File: config.mk
export PLATFORM = sky130hd
export DESIGN_NAME = fc_error_gen
export DESIGN_NICKNAME = d
export VERILOG_FILES = /design/src/rtl/cnn_fixed_pkg.sv /design/src/rtl/fc_argmax_tracker.sv /design/src/rtl/fc_error_gen.sv
export SDC_FILE = /design/constraint.sdc
export NUM_CORES = 1
export LEC_CHECK = 0
export CAP_MARGIN = 20
export CORE_MARGIN = 2
export CORE_UTILIZATION = 40
export CTS_BUF_LIST = sky130_fd_sc_hd__clkbuf_16
export CTS_CLUSTER_SIZE = 12
export DETAILED_ROUTE_END_ITERATION = 8
export GPL_TIMING_DRIVEN = 0
export PLACE_DENSITY = 0.69
export RECOVER_POWER = 25
export SYNTH_ARGS = -nofsm -noshare
export SYNTH_HDL_FRONTEND = slang
export SYNTH_SLANG_ARGS = --single-unit
File: constraint.sdc
create_clock -name clk -period 6.8 [get_ports clk]
set_input_delay 1.36 -clock clk [delete_from_list [all_inputs] [get_ports clk]]
set_output_delay 1.36 -clock clk [all_outputs]
set_load 0.05 [all_outputs]
File: src/rtl/cnn_fixed_pkg.sv
// Shared Q8.8 fixed-point helpers and FSM state type for the classifier error path.
package cnn_fixed_pkg;

  localparam int DATA_W = 16;
  localparam int FRAC_W = 8;
  localparam logic signed [DATA_W-1:0] ONE_Q = 16'sd1 <<< FRAC_W;

  typedef enum logic [1:0] {
    ST_IDLE,
    ST_COLLECT,
    ST_EMIT,
    ST_FINISH
  } fc_state_e;

  // Difference taken one bit wider so overflow is visible, then clamped to the Q8.8 range.
  function automatic logic signed [DATA_W-1:0] sat_sub(
    input logic signed [DATA_W-1:0] a,
    input logic signed [DATA_W-1:0] b
  );
    logic signed [DATA_W:0] diff;
    diff = {a[DATA_W-1], a} - {b[DATA_W-1], b};
    if (diff[DATA_W] != diff[DATA_W-1])
      sat_sub = diff[DATA_W] ? {1'b1, {(DATA_W-1){1'b0}}} : {1'b0, {(DATA_W-1){1'b1}}};
    else
      sat_sub = diff[DATA_W-1:0];
  endfunction

  function automatic logic [DATA_W-1:0] abs_mag(input logic signed [DATA_W-1:0] v);
    abs_mag = v[DATA_W-1] ? ((~v) + DATA_W'(1)) : v;
  endfunction

endpackage

File: src/rtl/fc_argmax_tracker.sv
// Running argmax over scores presented one per update; ties keep the earliest index.
module fc_argmax_tracker
  import cnn_fixed_pkg::*;
#(
  parameter int IDX_W = 4
) (
  input  logic                     clk,
  input  logic                     reset,
  input  logic                     clear,
  input  logic                     update,
  input  logic signed [DATA_W-1:0] value,
  input  logic [IDX_W-1:0]         idx,
  output logic [IDX_W-1:0]         max_idx
);

  logic signed [DATA_W-1:0] max_val;
  logic                     empty;

  // The first update of a sample is always taken, so no sentinel value is needed.
  always_ff @(posedge clk) begin
    if (!reset || clear) begin
      max_val <= '0;
      max_idx <= '0;
      empty   <= 1'b1;
    end else if (update && (empty || value > max_val)) begin
      max_val <= value;
      max_idx <= idx;
      empty   <= 1'b0;
    end
  end

endmodule

File: src/rtl/fc_error_gen.sv
// Classifier backward responder: gathers one sample's scores, streams score-minus-target
// errors to the FC backprop port, and keeps loss / prediction / accuracy statistics.
module fc_error_gen
  import cnn_fixed_pkg::*;
#(
  parameter int NUM_CLASSES = 10,
  parameter int LOSS_W      = 32,
  parameter int CNT_W       = 16
) (
  input  logic                           clk,
  input  logic                           reset,
  input  logic [NUM_CLASSES-1:0]         label_onehot,
  input  logic                           label_valid,
  input  logic [DATA_W-1:0]              score_in,
  input  logic [$clog2(NUM_CLASSES)-1:0] score_idx,
  input  logic                           score_valid,
  output logic                           score_ready,
  output logic [DATA_W-1:0]              err_out,
  output logic [$clog2(NUM_CLASSES)-1:0] err_idx,
  output logic                           err_valid,
  input  logic                           err_ready,
  output logic                           sample_done,
  output logic [$clog2(NUM_CLASSES)-1:0] pred_class,
  output logic                           pred_correct,
  output logic [LOSS_W-1:0]              loss_acc,
  output logic [CNT_W-1:0]               sample_count,
  output logic [CNT_W-1:0]               correct_count,
  output logic                           label_error,
  input  logic                           clear_stats
);

  localparam int IDX_W = $clog2(NUM_CLASSES);
  localparam logic [IDX_W-1:0] LAST_IDX = IDX_W'(NUM_CLASSES - 1);

  fc_state_e                state, state_nxt;
  logic [NUM_CLASSES-1:0]   label_q;
  logic [NUM_CLASSES-1:0]   mask;
  logic signed [DATA_W-1:0] score_buf [NUM_CLASSES];
  logic [IDX_W-1:0]         emit_idx;
  logic [IDX_W-1:0]         argmax_idx;
  logic signed [DATA_W-1:0] cur_score;
  logic signed [DATA_W-1:0] cur_err;
  logic [DATA_W-1:0]        cur_mag;
  logic [LOSS_W:0]          loss_sum;
  logic                     start, score_xfer, idx_bad, err_xfer;

  assign start      = (state == ST_IDLE) && label_valid;
  assign score_xfer = (state == ST_COLLECT) && score_valid;
  assign idx_bad    = score_idx > LAST_IDX;
  assign err_xfer   = (state == ST_EMIT) && err_ready;
  assign cur_score  = score_buf[emit_idx];
  assign cur_err    = sat_sub(cur_score, label_q[emit_idx] ? ONE_Q : {DATA_W{1'b0}});
  assign cur_mag    = abs_mag(cur_err);
  assign loss_sum   = {1'b0, loss_acc} + {{(LOSS_W - DATA_W + 1){1'b0}}, cur_mag};
  assign err_idx    = emit_idx;

  always_comb begin
    state_nxt   = state;
    score_ready = 1'b0;
    err_valid   = 1'b0;
    err_out     = '0;
    sample_done = 1'b0;
    case (state)
      ST_IDLE:    if (label_valid) state_nxt = ST_COLLECT;
      ST_COLLECT: begin
        score_ready = 1'b1;
        if (&mask) state_nxt = ST_EMIT;
      end
      ST_EMIT: begin
        err_valid = 1'b1;
        err_out   = cur_err;
        if (err_ready && emit_idx == LAST_IDX) state_nxt = ST_FINISH;
      end
      ST_FINISH: begin
        sample_done = 1'b1;
        state_nxt   = ST_IDLE;
      end
      default: state_nxt = ST_IDLE;
    endcase
  end

  // Score storage needs no reset: every entry is rewritten before a sample can reach EMIT.
  always_ff @(posedge clk) begin
    if (score_xfer && !idx_bad) score_buf[score_idx] <= score_in;
  end

  always_ff @(posedge clk) begin
    if (!reset) begin
      state         <= ST_IDLE;
      label_q       <= '0;
      mask          <= '0;
      emit_idx      <= '0;
      pred_class    <= '0;
      pred_correct  <= 1'b0;
      loss_acc      <= '0;
      sample_count  <= '0;
      correct_count <= '0;
      label_error   <= 1'b0;
    end else begin
      state <= state_nxt;
      if (start) begin
        label_q  <= label_onehot;
        mask     <= '0;
        emit_idx <= '0;
      end
      if (score_xfer) begin
        if (idx_bad) label_error <= 1'b1;
        else         mask[score_idx] <= 1'b1;
      end
      if (err_xfer) begin
        emit_idx <= (emit_idx == LAST_IDX) ? '0 : emit_idx + 1'b1;
        loss_acc <= loss_sum[LOSS_W] ? {LOSS_W{1'b1}} : loss_sum[LOSS_W-1:0];
      end
      if (state == ST_FINISH) begin
        pred_class    <= argmax_idx;
        pred_correct  <= label_q[argmax_idx];
        sample_count  <= sample_count + 1'b1;
        correct_count <= correct_count + CNT_W'(label_q[argmax_idx]);
        if (label_q == '0) label_error <= 1'b1;
      end
      // Placed last so a clear coinciding with FINISH overrides the statistic updates.
      if (clear_stats) begin
        loss_acc      <= '0;
        sample_count  <= '0;
        correct_count <= '0;
        label_error   <= 1'b0;
      end
    end
  end

  fc_argmax_tracker #(
    .IDX_W (IDX_W)
  ) u_argmax (
    .clk     (clk),
    .reset   (reset),
    .clear   (start),
    .update  (err_xfer),
    .value   (cur_score),
    .idx     (emit_idx),
    .max_idx (argmax_idx)
  );

endmodule

==> reports/metrics.csv <==
stage;metric;value;unit
status;run_status;finished, final reports clean;
clocking;clk_pin_slew;60;ps
setup_path;r2r-end;loss_acc[25];
timing;fin_crit_sh;97.0;%
timing;fin_ws;207;ps
timing;timing.fmax;0.152;GHz
power;pwr-share-comb;20.6;%
setup_path;critPathMaxFanout;10;
finish;drive_gt1_share;13.3;%
finish;antennaDiodeCount;0;
floorplan;die-width;186;um
job;timing.max_cap.violations;0;
clocking;cts_buffer_depth;3;
floorplan;fp.dieH;186;um
floorplan;boundaryPins;129;
global_routing;grt_max_degree;19;
setup_path;critPathSlowestCell;mux4_2;
power;netSwitchingPower;0.00122;W
clocking;hold_buffers;0;
clocking;clock_latency;580;ps
global_routing;grt_use_total;18.0;%
setup_path;crit_type;reg -> reg;
floorplan;start_util;40.7;%
power;power_frac_seq;44.2;%
yosys;synth_cells;1164;
yosys;synth_top_flop_cell;edfxtp_1;
setup_path;worstPathArrival;7050;ps
global_routing;antenna_found_initial;2;
global_routing;gr-total-overflow;0;
power;swShare;28.8;%
setup_path;rrSetupSlack;210;ps
yosys;synth-async-reset-ratio;0;%
drt;wire_per_inst;17.4;um
drt;final_antenna_net_count;0;
placed_design;gp_congestion;0.876;
drt;routed_wl;31.7;mm
setup_path;end_kind;flop;
setup_path;crit_top_cell;nand2_1;
timing;worst_pin_slew;904;ps
clocking;cts_root_buf;clkbuf_16;
setup_path;cp-endpoint;loss_acc[25];
timing;hold_viol_final;0;
power;ir_worst_vdd;0.243;mV
yosys;syn_area_per_cell;11.4;um2
drt;num_vias;9702;
placed_design;place.detailed.hpwl;23.0;mm
timing;fin_crit;6590;ps
timing;drv_slew;0;
power;power_density;255;nW/um2
finish;area_growth;25.4;%
yosys;ys_seq_elements;281;
clocking;cts_tree;done;
placed_design;port_buffers;127;
floorplan;core;32500;um2
finish;fillCellCount;2907;
floorplan;rows;66;
yosys;synthesis.nets;1246;
drt;drt_iter0_markers;596;
placed_design;dpl_cell_area;15400;um2
power;p_clk_share;35.2;%
drt;drc;0;
global_routing;grt_pass1_wl;49.1;mm
setup_path;start_kind;flop;
timing;skew;31.3;ps
setup_path;slowest_delay;520;ps
timing;setup_viol;0;
placed_design;dp_slack;-1240;ps
min_path;hold_depth;2;
finish;nets;1439;
power;p_int;0.00302;W
drt;first_pass_iters;5;
floorplan;dieArea;34600;um2
drt;via_per_inst;5.32;
setup_path;ff2ff_path_depth;33;
power;p_total;0.00424;W
yosys;synth_common_cells;edfxtp_1 (160), dfxtp_1 (121), nor2_1 (100);
yosys;syn-cell-area;13200;um2
yosys;synth_largest_area_cell;edfxtp_1;
clocking;htreeDepth;1;
power;leakage;5.67;nW
yosys;synthTopCellsByArea;edfxtp_1 (36%), dfxtp_1 (18%), ha_1 (4.2%);
yosys;synth_top_cell_area_share;36.3;%
finish;final_area;16600;um2
global_routing;grt_pass1_vias;9172;
timing;max_slew_margin;39.7;%
yosys;ys_seq_area_share;54.5;%
min_path;hold_class;reg -> reg;
yosys;synth.most_common_cell;edfxtp_1;
clocking;numCtsBuffers;30;
yosys;ys_types;74;
yosys;synth_edf_count;160;
timing;fin_tns_setup;0;ps
setup_path;crit_required;7260;ps
min_path;holdCritStartpoint;u_argmax.max_val[13];
clocking;clock_sinks;281;
yosys;ys_warn_count;0;
[routing by layer]
| layer | vias up | share of wire [%] | GRT usage [%] |
|---|---|---|---|
| met5 | - | 0.051 | 0 |
| met1 | 4668 | 45 | 24.4 |
| met3 | 66 | 5.5 | 2.50 |
| li1 | 4688 | - | - |
| met2 | 276 | 47 | 29.9 |
| met4 | 4 | 2.9 | 5.51 |
[per-stage QoR]
stage / cells / hold slack, ps / utilization, %
CTS: 1806 / 499 / 50.3
detailed placement: 1748 / 485 / 47.3
global placement: 1733 / 474 / 46.5
floorplan: 1164 / 441 / -
global route: 1822 / 527 / 51.0
finish: 1822 / 492 / 51.0
[power by group through the flow]
stage	sequential, W	combinational (W)	clock (W)
after global placement	0.00191	0.000825	0
after detailed placement	0.00191	0.000844	0
after global routing	0.00188	0.000951	0.00159
final	0.00187	0.000873	0.00149
after CTS	0.00187	0.000857	0.00153
after floorplan	0.00193	0.000571	0
[worst min path at each step]
stage                     slack [ps]                    to
final                            490  u_argmax.max_val[13]
after global routing             530   u_argmax.max_val[3]
after CTS                        500  u_argmax.max_val[13]
after detailed placement         480  u_argmax.max_val[13]
after global placement           470   u_argmax.max_val[2]
after floorplan                  440        u_argmax.empty
[final cells by class]
cell class              instances  area, um2  share of cell area [%]
plain buffers                  51        283                    1.70
clock inverters                25        158                   0.949
flip-flops and latches        281       7230                    43.5
repair buffers                167       1640                    9.88
clock buffers                  30        751                    4.52
inverters                      35        131                   0.791
well taps                     442        553                    3.33
multi-input cells             791       5860                    35.3
[logic make-up (layout without fill, tap and decap cells)]
logic type                 count (synthesis)  after routing  share of synthesized area (%)
muxes                                     99             99                           9.93
buffers and inverters                     92            308                           3.01
xor gates and xnor gates                  47             47                           3.11
adders and majority gates                 46             46                           4.40
and+or+nand+nor                          350            350                           12.9
DFF                                      281            281                           54.5
AOI/OAI and AO/OA                        249            249                           12.1
[critical path: cells and delay by family, from the launching register on]
kind | cells | cell delay (ps)
buffers and inverters | 6 | 750
adders and majority gates | 3 | 670
AOI/OAI and AO/OA | 13 | 2280
muxes | 1 | 520
and+or+nand+nor | 9 | 1810
DFF | 1 | 330
xor gates and xnor gates | 1 | 130
[what timing repair did]
action | in CTS | in global routing
endpoints found under the setup margin | 46 | 38
resized for setup | 28 | 30
pin swaps | 5 | 11
gates cloned | 0 | 0
setup buffers | 7 | 18
[registers in the layout (all words and copies together), names as in the netlist, named ones only]
name	count
score_buf	160
loss_acc	32
correct_count	16
sample_count	16
u_argmax.max_val	16
label_q	10
mask	10
err_idx	4
pred_class	4
u_argmax.max_idx	4
state	2
label_error	1
pred_correct	1
u_argmax.empty	1
[cell usage in the layout (no fill, tap or decap), drive strengths merged, types with 11 or more instances in the layout]
cell | synthesis | final
dlygate4sd3 | 0 | 16
mux2i | 56 | 56
nand2 | 91 | 91
nor2b | 32 | 32
xor2 | 31 | 31
nand4 | 11 | 11
a21oi | 66 | 66
ha | 45 | 45
a21boi | 19 | 19
inv | 35 | 46
clkdlybuf4s50 | 0 | 104
xnor2 | 16 | 16
clkbuf | 42 | 70
a31oi | 20 | 20
a211oi | 11 | 11
nand3 | 27 | 27
clkinv | 0 | 12
edfxtp | 160 | 160
mux4 | 24 | 24
a21o | 12 | 12
mux2 | 19 | 19
dfxtp | 121 | 121
and3 | 14 | 14
nor3 | 19 | 19
buf | 15 | 51
nor2 | 101 | 101
o21ai | 54 | 54
and2 | 11 | 11
(Power assumes the default switching activity.)
